==> src/rtl/pwm_capture_pkg.sv <==
// Shared types and limits for the PWM capture block and its input synchroniser.
package pwm_capture_pkg;

    localparam int unsigned MIN_SYNC_STAGES = 2;

    typedef enum logic {
        IDLE,
        MEASURE
    } cap_state_t;

endpackage : pwm_capture_pkg

==> src/rtl/pwm_capture_if.sv <==
// Result bus of pwm_capture: measured period/high time plus event pulses.
interface pwm_capture_if #(
    parameter int unsigned WIDTH = 8
);
    logic [WIDTH-1:0] period;
    logic [WIDTH-1:0] high_time;
    logic             valid;
    logic             timeout;
    logic             level;

    modport master (
        output period,
        output high_time,
        output valid,
        output timeout,
        output level
    );

    modport slave (
        input period,
        input high_time,
        input valid,
        input timeout,
        input level
    );
endinterface : pwm_capture_if

==> src/rtl/pwm_capture_sync_rise_detect.sv <==
// Multi-flop synchroniser for an async input with a registered rising-edge strobe.
// q is the delayed synchronised level so that it lines up with rise.
module sync_rise_detect
    import pwm_capture_pkg::*;
#(
    parameter int unsigned STAGES = MIN_SYNC_STAGES
) (
    input  logic clk,
    input  logic rst,
    input  logic d,
    output logic q,
    output logic rise
);

    // Never fewer than two flops on an asynchronous input.
    localparam int unsigned N = (STAGES < MIN_SYNC_STAGES) ? MIN_SYNC_STAGES : STAGES;

    logic [N-1:0] sync_q;
    logic         s;

    assign s = sync_q[N-1];

    always_ff @(posedge clk or negedge rst) begin
        if (!rst) begin
            sync_q <= '0;
            q      <= 1'b0;
            rise   <= 1'b0;
        end else begin
            sync_q <= {sync_q[N-2:0], d};
            q      <= s;
            rise   <= s & ~q;
        end
    end

endmodule : sync_rise_detect

==> src/rtl/pwm_capture.sv <==
// Measures period and high time of an asynchronous waveform in local clk cycles,
// with a timeout that reports the stuck level when no rising edge arrives.
module pwm_capture
    import pwm_capture_pkg::*;
#(
    parameter int unsigned WIDTH       = 8,
    parameter int unsigned SYNC_STAGES = 2
) (
    input  logic          clk,
    input  logic          rst,
    input  logic          enable,
    input  logic          sig_in,
    pwm_capture_if.master res
);

    localparam logic [WIDTH-1:0] CNT_MAX = '1;
    localparam logic [WIDTH-1:0] CNT_ONE = WIDTH'(1);

    cap_state_t       state, state_n;
    logic [WIDTH-1:0] cnt, cnt_n;
    logic [WIDTH-1:0] hcnt, hcnt_n;
    logic [WIDTH-1:0] period_q, period_n;
    logic [WIDTH-1:0] high_q, high_n;
    logic             valid_q, valid_n;
    logic             timeout_q, timeout_n;
    logic             level_q, level_n;
    logic             s;
    logic             rise;

    sync_rise_detect #(
        .STAGES(SYNC_STAGES)
    ) u_sync (
        .clk  (clk),
        .rst  (rst),
        .d    (sig_in),
        .q    (s),
        .rise (rise)
    );

    // State, counters and result registers.
    always_ff @(posedge clk or negedge rst) begin
        if (!rst) begin
            state     <= IDLE;
            cnt       <= '0;
            hcnt      <= '0;
            period_q  <= '0;
            high_q    <= '0;
            valid_q   <= 1'b0;
            timeout_q <= 1'b0;
            level_q   <= 1'b0;
        end else begin
            state     <= state_n;
            cnt       <= cnt_n;
            hcnt      <= hcnt_n;
            period_q  <= period_n;
            high_q    <= high_n;
            valid_q   <= valid_n;
            timeout_q <= timeout_n;
            level_q   <= level_n;
        end
    end

    // Next state: the rise cycle itself counts as the first cycle (and first high
    // cycle) of the new period, so both counters reload to one.
    always_comb begin
        state_n   = state;
        cnt_n     = cnt;
        hcnt_n    = hcnt;
        period_n  = period_q;
        high_n    = high_q;
        valid_n   = 1'b0;
        timeout_n = 1'b0;
        level_n   = level_q;

        if (!enable) begin
            state_n = IDLE;
            cnt_n   = '0;
            hcnt_n  = '0;
        end else begin
            case (state)
                IDLE: begin
                    cnt_n  = '0;
                    hcnt_n = '0;
                    if (rise) begin
                        state_n = MEASURE;
                        cnt_n   = CNT_ONE;
                        hcnt_n  = CNT_ONE;
                    end
                end
                MEASURE: begin
                    if (rise) begin
                        period_n = cnt;
                        high_n   = hcnt;
                        valid_n  = 1'b1;
                        cnt_n    = CNT_ONE;
                        hcnt_n   = CNT_ONE;
                    end else if (cnt == CNT_MAX) begin
                        timeout_n = 1'b1;
                        level_n   = s;
                        state_n   = IDLE;
                        cnt_n     = '0;
                        hcnt_n    = '0;
                    end else begin
                        cnt_n = cnt + CNT_ONE;
                        if (s && (hcnt != CNT_MAX)) begin
                            hcnt_n = hcnt + CNT_ONE;
                        end
                    end
                end
                default: begin
                    state_n = IDLE;
                    cnt_n   = '0;
                    hcnt_n  = '0;
                end
            endcase
        end
    end

    assign res.period    = period_q;
    assign res.high_time = high_q;
    assign res.valid     = valid_q;
    assign res.timeout   = timeout_q;
    assign res.level     = level_q;

endmodule : pwm_capture
==> src/flat_wrapper.sv <==
// flat-port wrapper written by rule: the top's interface ports become plain ports
module pwm_capture_flat import pwm_capture_pkg::*;
#(
    parameter int unsigned WIDTH       = 8,
    parameter int unsigned SYNC_STAGES = 2
)
  (clk, rst, enable, sig_in, res_period, res_high_time, res_valid, res_timeout, res_level);
  pwm_capture_if #(.WIDTH(WIDTH)) res_i ();
  input  logic clk;
  input  logic rst;
  input  logic enable;
  input  logic sig_in;
  output wire logic [$bits(res_i.period)-1:0] res_period;
  output wire logic [$bits(res_i.high_time)-1:0] res_high_time;
  output wire logic [$bits(res_i.valid)-1:0] res_valid;
  output wire logic [$bits(res_i.timeout)-1:0] res_timeout;
  output wire logic [$bits(res_i.level)-1:0] res_level;
  assign res_period = res_i.period;
  assign res_high_time = res_i.high_time;
  assign res_valid = res_i.valid;
  assign res_timeout = res_i.timeout;
  assign res_level = res_i.level;
  pwm_capture #(.WIDTH(WIDTH), .SYNC_STAGES(SYNC_STAGES)) u_core (.clk(clk), .rst(rst), .enable(enable), .sig_in(sig_in), .res(res_i));
endmodule
==> config.mk <==
export PLATFORM = sky130hd
export DESIGN_NAME = pwm_capture_flat
export DESIGN_NICKNAME = d
export VERILOG_FILES = /design/src/rtl/pwm_capture_pkg.sv /design/src/rtl/pwm_capture_if.sv /design/src/rtl/pwm_capture_sync_rise_detect.sv /design/src/rtl/pwm_capture.sv /design/src/flat_wrapper.sv
export SDC_FILE = /design/constraint.sdc
export NUM_CORES = 1
export LEC_CHECK = 0
export BUFFER_PORTS_ARGS = -buffer_cell sky130_fd_sc_hd__buf_2
export CAP_MARGIN = 20
export CORE_MARGIN = 1.5
export CORE_UTILIZATION = 50
export CTS_CLUSTER_SIZE = 8
export DETAILED_ROUTE_END_ITERATION = 6
export PLACE_DENSITY = 0.79
export SYNTH_ARGS = -nofsm -noshare
export SYNTH_HDL_FRONTEND = slang
export SYNTH_SLANG_ARGS = --single-unit
==> constraint.sdc <==
create_clock -name clk -period 1.44 [get_ports clk]
set_input_delay 0.288 -clock clk [delete_from_list [all_inputs] [get_ports clk]]
set_output_delay 0.288 -clock clk [all_outputs]
set_load 0.05 [all_outputs]
==> results of run 1 <==
-- flip-flops by register name (all words and copies together) (netlist names) --
signal and count:
u_core.cnt 8, u_core.hcnt 8, u_core.res.high_time 8, u_core.res.level 1, u_core.res.period 8, u_core.res.timeout 1
u_core.res.valid 1, u_core.state 1, u_core.u_sync.q 1, u_core.u_sync.rise 1, u_core.u_sync.sync_q 2
-- cell type report --
| type | count | area [sq um] | share of cell area [%] |
|---|---|---|---|
| clock buffers | 5 | 37.54 | 1.770 |
| clock inverters | 3 | 42.54 | 2.006 |
| inverters | 4 | 15.01 | 0.7080 |
| multi-input cells | 89 | 678.2 | 31.98 |
| flip-flops and latches | 40 | 1002 | 47.26 |
| well taps | 44 | 55.05 | 2.596 |
| repair buffers | 44 | 290.3 | 13.69 |
-- critical path, delay by kind of cell, from the launching register on --
family	cells	cell delay, ns
AND/OR/NAND/NOR	3	0.45
flip-flops	1	0.39
multiplexers	1	0.31
adder cells (fa/ha/maj)	1	0.21
-- worst paths after layout --
check	startpoint	to	slack (ns)	depth (start not counted)
max	u_core.cnt[1]	u_core.res.level	-0.008	5
min	sig_in	u_core.u_sync.sync_q[0]	0.04	1
max reg2reg	u_core.cnt[1]	u_core.res.level	-0.008	5
min reg2reg	u_core.u_sync.sync_q[0]	u_core.u_sync.sync_q[1]	0.37	0
max in group asynchronous	rst	u_core.hcnt[2]	0.81	3
min in group asynchronous	rst	u_core.cnt[3]	0.42	3
-- cell usage in the layout, fill, tap and decap left out, drive strengths merged, types with 3 or more instances in the layout --
master  count
nand4       5
nand2       7
xor2        5
nor2       12
dfrtp      40
and3        8
inv         4
a21oi       4
o21ai       5
nand3       8
mux2       16
clkbuf      5
xnor2       3
buf        43
-- where the power goes --
| part | switching (mW) | internal, mW |
|---|---|---|
| Clock | 0.367 | 0.362 |
| Sequential | 0.0174 | 1.14 |
| Combinational | 0.0905 | 0.0437 |
-- layer usage --
layer	track usage (%)	vias to the layer above
li1	-	572
met1	26.55	588
met2	34.87	26
met3	5.117	8
met4	9.317	0
met5	0	-
-- timing repair --
action	CTS	global route
gates resized for setup	3	5
hold buffers	1	0
pin swaps	0	2
endpoints found under the hold margin	40	0
buffers inserted	1	0
setup endpoints to repair	8	7
-- kinds of logic after synthesis --
group	share of synthesized area (%)
flip-flops	59.61
AND/OR/NAND/NOR	15.28
multiplexers	11.92
adder cells (fa/ha/maj)	1.490
AO/OA/AOI/OAI	5.738
XOR/XNOR	4.173
buffers and inverters	1.788
-- per-stage QoR --
stage / cells / area (sq um) / setup TNS [ns]
floorplan: 136 / 1688 / -0.04840
global placement: 219 / 1998 / 0
detailed placement: 219 / 1998 / -0.2885
CTS: 229 / 2103 / -0.01434
global route: 229 / 2121 / -0.2084
finish: 229 / 2121 / -0.008078
==> impl_metrics.tcl, run 1 <==
set metrics [dict create \
    outcome "finished with violations" \
    violations "negative setup slack" \
    max_slew_margin_pct 81.31 \
    vias_per_cell 5.214 \
    numCtsBuffers 5 \
    clock-sinks 40 \
    cts_tree "yes" \
    top_layer_used "met4" \
    start_util_pct 53.68 \
    hold-worst-slack_ns 0.03835 \
    synth-edff-count 0 \
    period_share_pct 100.6 \
    nNetsFinal 190 \
    avgRoutedWirePerCell_microns 14.24 \
    critical-path-slowest-cell "dfrtp_1" \
    clk-insertion-delay-late_ns 0.35 \
    gp_congestion 0.8102 \
    first_pass_iters 4 \
    max_freq_ghz 0.6906 \
    synthCells 136 \
    required_ns 1.69 \
    areaGrowthSynthToFinish_pct 26.30 \
    rows 20 \
    yosysTopAreaCellShare_pct 59.61 \
    h-tree-depth 2 \
    synth_cell_type_count 32 \
    antenna_found_initial 0 \
    cts_buffer_depth 2 \
    die_x_microns 60.95 \
    yosysTopAreaCell "dfrtp_1" \
    ys.flop_type "dfrtp_1" \
    via_count 1194 \
    synth_seq_cells 40 \
    fin_ws_ns -0.008078 \
    skew_ns 0.01047 \
    drv_cap 0 \
    clkTransAtPathRegs_ns 0.12 \
    dr.first_iter.drc_count 46 \
    max_stage_delay_ns 0.39 \
    ios 23 \
    wl_met2_mm 1.587 \
    critPathMaxFanout 4 \
    layout_min_cycle_time_ns 1.448 \
    critPathArrivalTime_ns 1.70 \
    drv_slew 0 \
    wl_met3_microns 104 \
    cts_root_buffer "clkbuf_4" \
    peakVddDrop_uv 480.9 \
    pre_cts_ws_ns -0.07259 \
    fp.dieH_microns 60.95 \
    endpoint_kind "flip-flop" \
    crit_type "flip-flop to flip-flop" \
    syn_avg_cell_area_sq_um 12.35 \
    m1WireLength_mm 1.505 \
    drive_gt1_share_pct 44.86 \
    ant_nets 0 \
    grt_pass1_wl_mm 5.568 \
    grt_use_total_pct 21.17 \
    grt_max_degree 41 \
    final_util_pct 67.80 \
    ys_seq_area_share_pct 59.61 \
    port_buffers 22 \
    async_flop_share_pct 100.0 \
    yosys-top-cells-count "dfrtp_1 (40), mux2_2 (16), nor2_1 (11)" \
    hold_class "primary input to flip-flop" \
    drc 0 \
    rsz0062_at_grt "yes" \
    worst_slew_pin_slew_ns 0.2774 \
    core-area_sq_um 3128 \
    wl_mm 3.260 \
    grt_pass1_vias 1226 \
    netlist_area_sq_um 1679 \
    n_antenna_cell 0 \
    p_per_area_nw_per_um2 954.5 \
    p_leak_nw 1.081 \
    startpoint_type "flip-flop" \
    die-area_sq_um 3715 \
    yosysWarnings 0 \
    finalPower_mw 2.024 \
    synth_fp_nets 142 \
    hold_viol 0 \
    grt_remaining_overflow 0 \
    setup_violations 1 \
    ys_top_cells_by_area "dfrtp_1 (60%), mux2_2 (11%), and3_1 (2.6%), xor2_1 (2.6%), nor2_1 (2.5%)" \
    dp_hpwl_mm 2.302 \
    path_cells "ha_2, nand3_2, or2_4, nor2_4, mux2_4" \
    synth_most_common_cell "dfrtp_1" \
    nFillCells 235 \
]
(Power assumes the default switching activity.)
==> run 2, diff against run 1 <==
- CORE_ASPECT_RATIO: not set -> 0.75
- PLACE_DENSITY: 0.79 -> 0.76
- clock period: 1.44 -> 1.8 ns (I/O delays scaled with it)
==> run 2 against run 1 <==
  * The flow now finishes without violations
  * Total power is 19% lower
  * Clock power is 16% lower
  * Sequential power is 20% lower
  * Maximum frequency is 13% lower
  * Flip-flop and latch count stayed put
  * Register-to-register slack better by 0.15 ns
  * Non-clock buffer count is 21 lower
==> impl_metrics.tcl, run 2 (synthesis results as in run 1) <==
set metrics [dict create \
    rsz0062_at_grt "no" \
    drive_gt1_share_pct 33.54 \
    port_buffers 22 \
    start_util_pct 51.77 \
    tns_ns 0 \
    critPathArrivalTime_ns 1.83 \
    intPower_mw 1.246 \
    max_stage_delay_ns 0.42 \
    hold-worst-slack_ns 0.003389 \
    h-tree-depth 2 \
    clkTransAtPathRegs_ns 0.07 \
    ios 23 \
    max_freq_ghz 0.6040 \
    clock-sinks 40 \
    period_share_pct 91.98 \
    startpoint_type "flip-flop" \
    fp.dieH_microns 53.19 \
    post_cts_buffers 0 \
    wl_mm 2.900 \
    drv_cap 0 \
    outcome "finished clean" \
    cts_tree "yes" \
    grt_pass1_vias 1067 \
    dr.first_iter.drc_count 20 \
    required_ns 1.98 \
    die-area_sq_um 3718 \
    peakVddDrop_uv 579.8 \
    r2r_end "u_core.res.level" \
    path_cells "ha_1, nand3_1, or2_1, nor2_4, mux2_2" \
    final_cell_mix "dfrtp_1 (40), buf_2 (22), mux2_2 (16), nor2_1 (11)" \
    critical-path-slowest-cell "dfrtp_1" \
    vias_per_cell 5.431 \
    cts_buffer_depth 2 \
    r2r_slack_ns 0.14 \
    ant_nets 0 \
    hold_class "primary input to asynchronous set/reset pin" \
    worst_slew_pin_slew_ns 0.4505 \
    antenna_found_initial 0 \
    reg2reg_depth 5 \
    clock_power_share_pct 37.3 \
    dp_hpwl_mm 2.108 \
    final_common_cell "dfrtp_1" \
    hold_viol 0 \
    areaGrowthSynthToFinish_pct 15.35 \
    grt_use_total_pct 18.61 \
    grt_remaining_overflow 0 \
    avgRoutedWirePerCell_microns 14.22 \
    p_sw_mw 0.3866 \
    numCtsBuffers 5 \
    nFillCells 276 \
    finalPower_mw 1.633 \
    drv_slew 0 \
    grt_pass1_wl_mm 5.099 \
    via_count 1108 \
    p_sw_share_pct 23.67 \
    die_x_microns 69.92 \
    max_slew_margin_pct 69.97 \
    p_leak_nw 0.9869 \
    seqPwrFrac_pct 57.0 \
    crit_type "flip-flop to flip-flop" \
    skew_ns 0.006405 \
    setup_violations 0 \
    first_pass_iters 5 \
    core-area_sq_um 3243 \
    cts_root_buffer "clkbuf_8" \
    grt_max_degree 23 \
    final_util_pct 59.72 \
    nNetsFinal 169 \
    gp_congestion 0.7971 \
    critPathMaxFanout 5 \
    r2r_start "u_core.cnt[0]" \
    endpoint_kind "flip-flop" \
    postCtsHoldBufs 0 \
    clk-insertion-delay-late_ns 0.29 \
    drc 0 \
    comb_power_share_pct 5.7 \
    rows 18 \
    p_per_area_nw_per_um2 843.0 \
    n_antenna_cell 0 \
    layout_min_cycle_time_ns 1.656 \
]
run 2: metal layers:
layer / share of wire [%] / vias up / global-route usage (%) / wire length (microns)
met1: 53 / 548 / 26.27 / 1524
met4: 1.3 / 0 / 6.731 / 38
met5: 0 / - / 0 / 0
li1: - / 529 / - / -
met3: 5.9 / 5 / 6.476 / 170
met2: 40 / 26 / 26.67 / 1167
run 2: timing repair:
action / CTS / global route
setup endpoints to repair: 0 / 1
endpoints found under the hold margin: 0 / 0
gates resized for setup: 0 / 1
run 2: per-stage QoR:
| stage | setup WS [ns] | instances | cell area (sq um) |
|---|---|---|---|
| 2_1_floorplan | 0.2715 | 136 | 1679 |
| 3_3_place_gp | 0.1997 | 196 | 1844 |
| 3_5_place_dp | 0.1270 | 196 | 1844 |
| 4_1_cts | 0.1060 | 204 | 1937 |
| 5_1_grt | 0.07127 | 204 | 1937 |
| 6_report | 0.1444 | 204 | 1937 |
run 2: final cells by class:
cell class	instances	area (sq um)	area share (%)
inverters	4	15.01	0.7752
multi-input cells	89	648.1	33.46
repair buffers	23	130.1	6.718
flip-flops and latches	40	1001	51.68
clock inverters	2	10.01	0.5168
clock buffers	6	82.58	4.264
well taps	40	50.05	2.584
run 2: worst max-delay path by stage:
stage / to / cells past startpoint / startpoint
floorplan: u_core.res.level / 6 / u_core.cnt[0]
global placement: u_core.res.level / 5 / u_core.cnt[0]
detailed placement: u_core.res.level / 5 / u_core.cnt[0]
CTS: u_core.res.level / 5 / u_core.cnt[0]
global route: u_core.res.level / 5 / u_core.cnt[0]
finish: u_core.res.level / 5 / u_core.cnt[0]
run 2: power by group through the flow:
stage               combinational [mW]  clock, mW  sequential (mW)
floorplan                       0.0281          0            0.971
global placement                0.0930          0            0.947
detailed placement              0.0954          0            0.948
CTS                             0.0955      0.617            0.931
global route                     0.103      0.655            0.933
finish                          0.0928      0.609            0.931
run 2: critical path: cells and delay by family (launching register included):
family	cells	cell delay (ns)
muxes	1	0.33
adders and majority gates	1	0.23
and+or+nand+nor	3	0.55
DFF	1	0.42
==> run 3, diff against run 2 <==
- ABC_AREA: not set -> 1
- CORE_UTILIZATION: 50 -> 35
- PLACE_DENSITY: 0.76 -> 0.58
==> run 3 against run 2 <==
  * Clock power increased by 20%
  * Highest routed layer unchanged
  * Critical endpoint is now u_core.hcnt[0]
  * Largest power group unchanged
  * Core utilization down 16 points
  * Sequential share of layout area down 0.79 points
==> impl_metrics.tcl, run 3 <==
set metrics [dict create \
    outcome "finished clean" \
    dr.first_iter.drc_count 73 \
    netlist_area_sq_um 1658 \
    peakVddDrop_uv 340.1 \
    postCtsHoldBufs 0 \
    critPathBufInv 0 \
    antenna_found_initial 0 \
    drc 0 \
    n_antenna_cell 0 \
    ios 23 \
    yosys-top-cells-count "nand2_1 (43), dfrtp_1 (40), o21ai_0 (24)" \
    ys_top_cells_by_area "dfrtp_1 (60%), nand2_1 (9.7%), o21ai_0 (7.2%), inv_1 (5.0%), nor2_1 (4.3%)" \
    h-tree-depth 2 \
    grt_remaining_overflow 0 \
    clock-sinks 40 \
    grt_pass1_vias 1069 \
    wl_mm 3.108 \
    hold_class "primary input to asynchronous set/reset pin" \
    dp_hpwl_mm 2.194 \
    synth_seq_cells 40 \
    port_buffers 22 \
    startpoint_type "flip-flop" \
    hold_viol 0 \
    layout_min_cycle_time_ns 1.489 \
    max_freq_ghz 0.6715 \
    drive_gt1_share_pct 18.57 \
    period_share_pct 82.74 \
    crit_top_cell "nand2_1" \
    finalPower_mw 1.767 \
    nNetsFinal 215 \
    clkTransAtPathRegs_ns 0.08 \
    async_flop_share_pct 100.0 \
    yosysTopAreaCell "dfrtp_1" \
    tns_ns 0 \
    final_cell_mix "nand2_1 (43), dfrtp_1 (40), o21ai_0 (24), inv_1 (22), buf_2 (22)" \
    critPathArrivalTime_ns 1.67 \
    skew_ns 0.009772 \
    hold-worst-slack_ns 0.007013 \
    crit_type "flip-flop to flip-flop" \
    cts_root_buffer "clkbuf_8" \
    p_leak_nw 0.9221 \
    synth_most_common_cell "nand2_1" \
    first_pass_iters 4 \
    ys.flop_type "dfrtp_1" \
    clk-insertion-delay-late_ns 0.30 \
    die-area_sq_um 5163 \
    critPathMaxFanout 10 \
    post_cts_buffers 0 \
    required_ns 1.98 \
    yosysWarnings 0 \
    drv_slew 0 \
    cp_top_family "flip-flops" \
    yosysTopAreaCellShare_pct 60.38 \
    syn_avg_cell_area_sq_um 9.159 \
    ant_nets 0 \
    synth-edff-count 0 \
    setup_violations 0 \
    areaGrowthSynthToFinish_pct 18.64 \
    die_x_microns 82.47 \
    cts_buffer_depth 2 \
    grt_pass1_wl_mm 5.285 \
    p_per_area_nw_per_um2 898.6 \
    rows 21 \
    gp_congestion 0.7515 \
    max_stage_delay_ns 0.42 \
    final_common_cell "nand2_1" \
    grt_use_total_pct 13.99 \
    synth_fp_nets 187 \
    rsz0062_at_grt "no" \
    grt_max_degree 41 \
    ys_seq_area_share_pct 60.38 \
    via_count 1194 \
    worst_slew_pin_slew_ns 0.3153 \
    start_util_pct 36.68 \
    drv_cap 0 \
    core-area_sq_um 4519 \
    endpoint_kind "flip-flop" \
    synth_cell_type_count 21 \
    critical-path-slowest-cell "dfrtp_1" \
    vias_per_cell 4.472 \
    max_slew_margin_pct 78.98 \
    avgRoutedWirePerCell_microns 11.64 \
    fp.dieH_microns 62.61 \
    path_cells "ha_1, nand2_1, nor2_2, a21oi_4, nand2_1, nand2_1, a21oi_1" \
    synthCells 181 \
    nFillCells 453 \
    cts.repair.resized 0 \
    numCtsBuffers 5 \
    cts_tree "yes" \
]
==> run 3: cell types whose count changed after synthesis, sizes merged, moves of 3 or more <==
cell	previous run	this run
a21oi	4	7
and3	8	0
buf	3	0
clkbuf	0	3
inv	4	22
mux2	16	0
nand2	7	45
nor2	12	22
o21ai	5	25
xnor2	3	0
xor2	5	2
==> run 3: layout make-up <==
class,instances,area (sq um),area share [%]
flip-flops and latches,40,1001,50.89
multi-input cells,116,563.0,28.63
repair buffers,24,137.6,6.997
inverters,22,82.58,4.198
well taps,57,71.32,3.626
clock buffers,5,68.82,3.499
clock inverters,3,42.54,2.163
==> run 3: logic make-up (layout without fill, tap and decap cells) <==
group	count (synthesis)	after routing	share of synthesized area, %
compound gates	35	35	11.62
buf+inv	25	54	5.660
xor+xnor	2	2	1.057
simple gates	77	77	19.77
flops	40	40	60.38
fa+ha+maj	2	2	1.509
==> run 3: report_power, final <==
part	switching, mW	internal, mW
combinational	0.0777	0.0264
clock	0.321	0.410
sequential	0.0154	0.917
==> run 3: per-layer routing <==
layer	global-route usage (%)	up-vias	part of all wire [%]
li1	-	631	-
met1	22.41	524	58
met2	16.16	32	34
met3	4.380	7	5.1
met4	6.992	0	2.2
met5	0	-	0
==> run 3: final timing paths <==
| check | from | end | slack, ns | cells after the start |
|---|---|---|---|---|
| hold reg to reg | u_core.u_sync.sync_q[0] | u_core.u_sync.sync_q[1] | 0.35 | 0 |
| setup / recovery | u_core.cnt[0] | u_core.hcnt[0] | 0.31 | 7 |
| min in group clk | sig_in | u_core.u_sync.sync_q[0] | 0.17 | 1 |
| hold / removal | rst | u_core.res.valid | 0.007 | 2 |
| max in group asynchronous | rst | u_core.u_sync.sync_q[1] | 1.59 | 2 |
| setup reg to reg | u_core.cnt[0] | u_core.hcnt[0] | 0.31 | 7 |
==> run 3: worst reg2reg max path: stages, from the launching register on <==
cell     delay, ns
dfrtp_1       0.42
ha_1          0.23
nand2_1       0.10
nor2_2        0.06
a21oi_4       0.28
nand2_1       0.14
nand2_1       0.08
a21oi_1       0.06
==> run 3: stage by stage <==
stage	setup slack [ns]	utilization (%)	instance area, sq um	std cells
floorplan	0.5260	-	1658	181
global placement	0.3716	41.06	1856	259
detailed placement	0.3346	41.06	1856	259
CTS	0.3097	43.52	1967	267
global route	0.1804	43.52	1967	267
finish	0.3107	43.52	1967	267
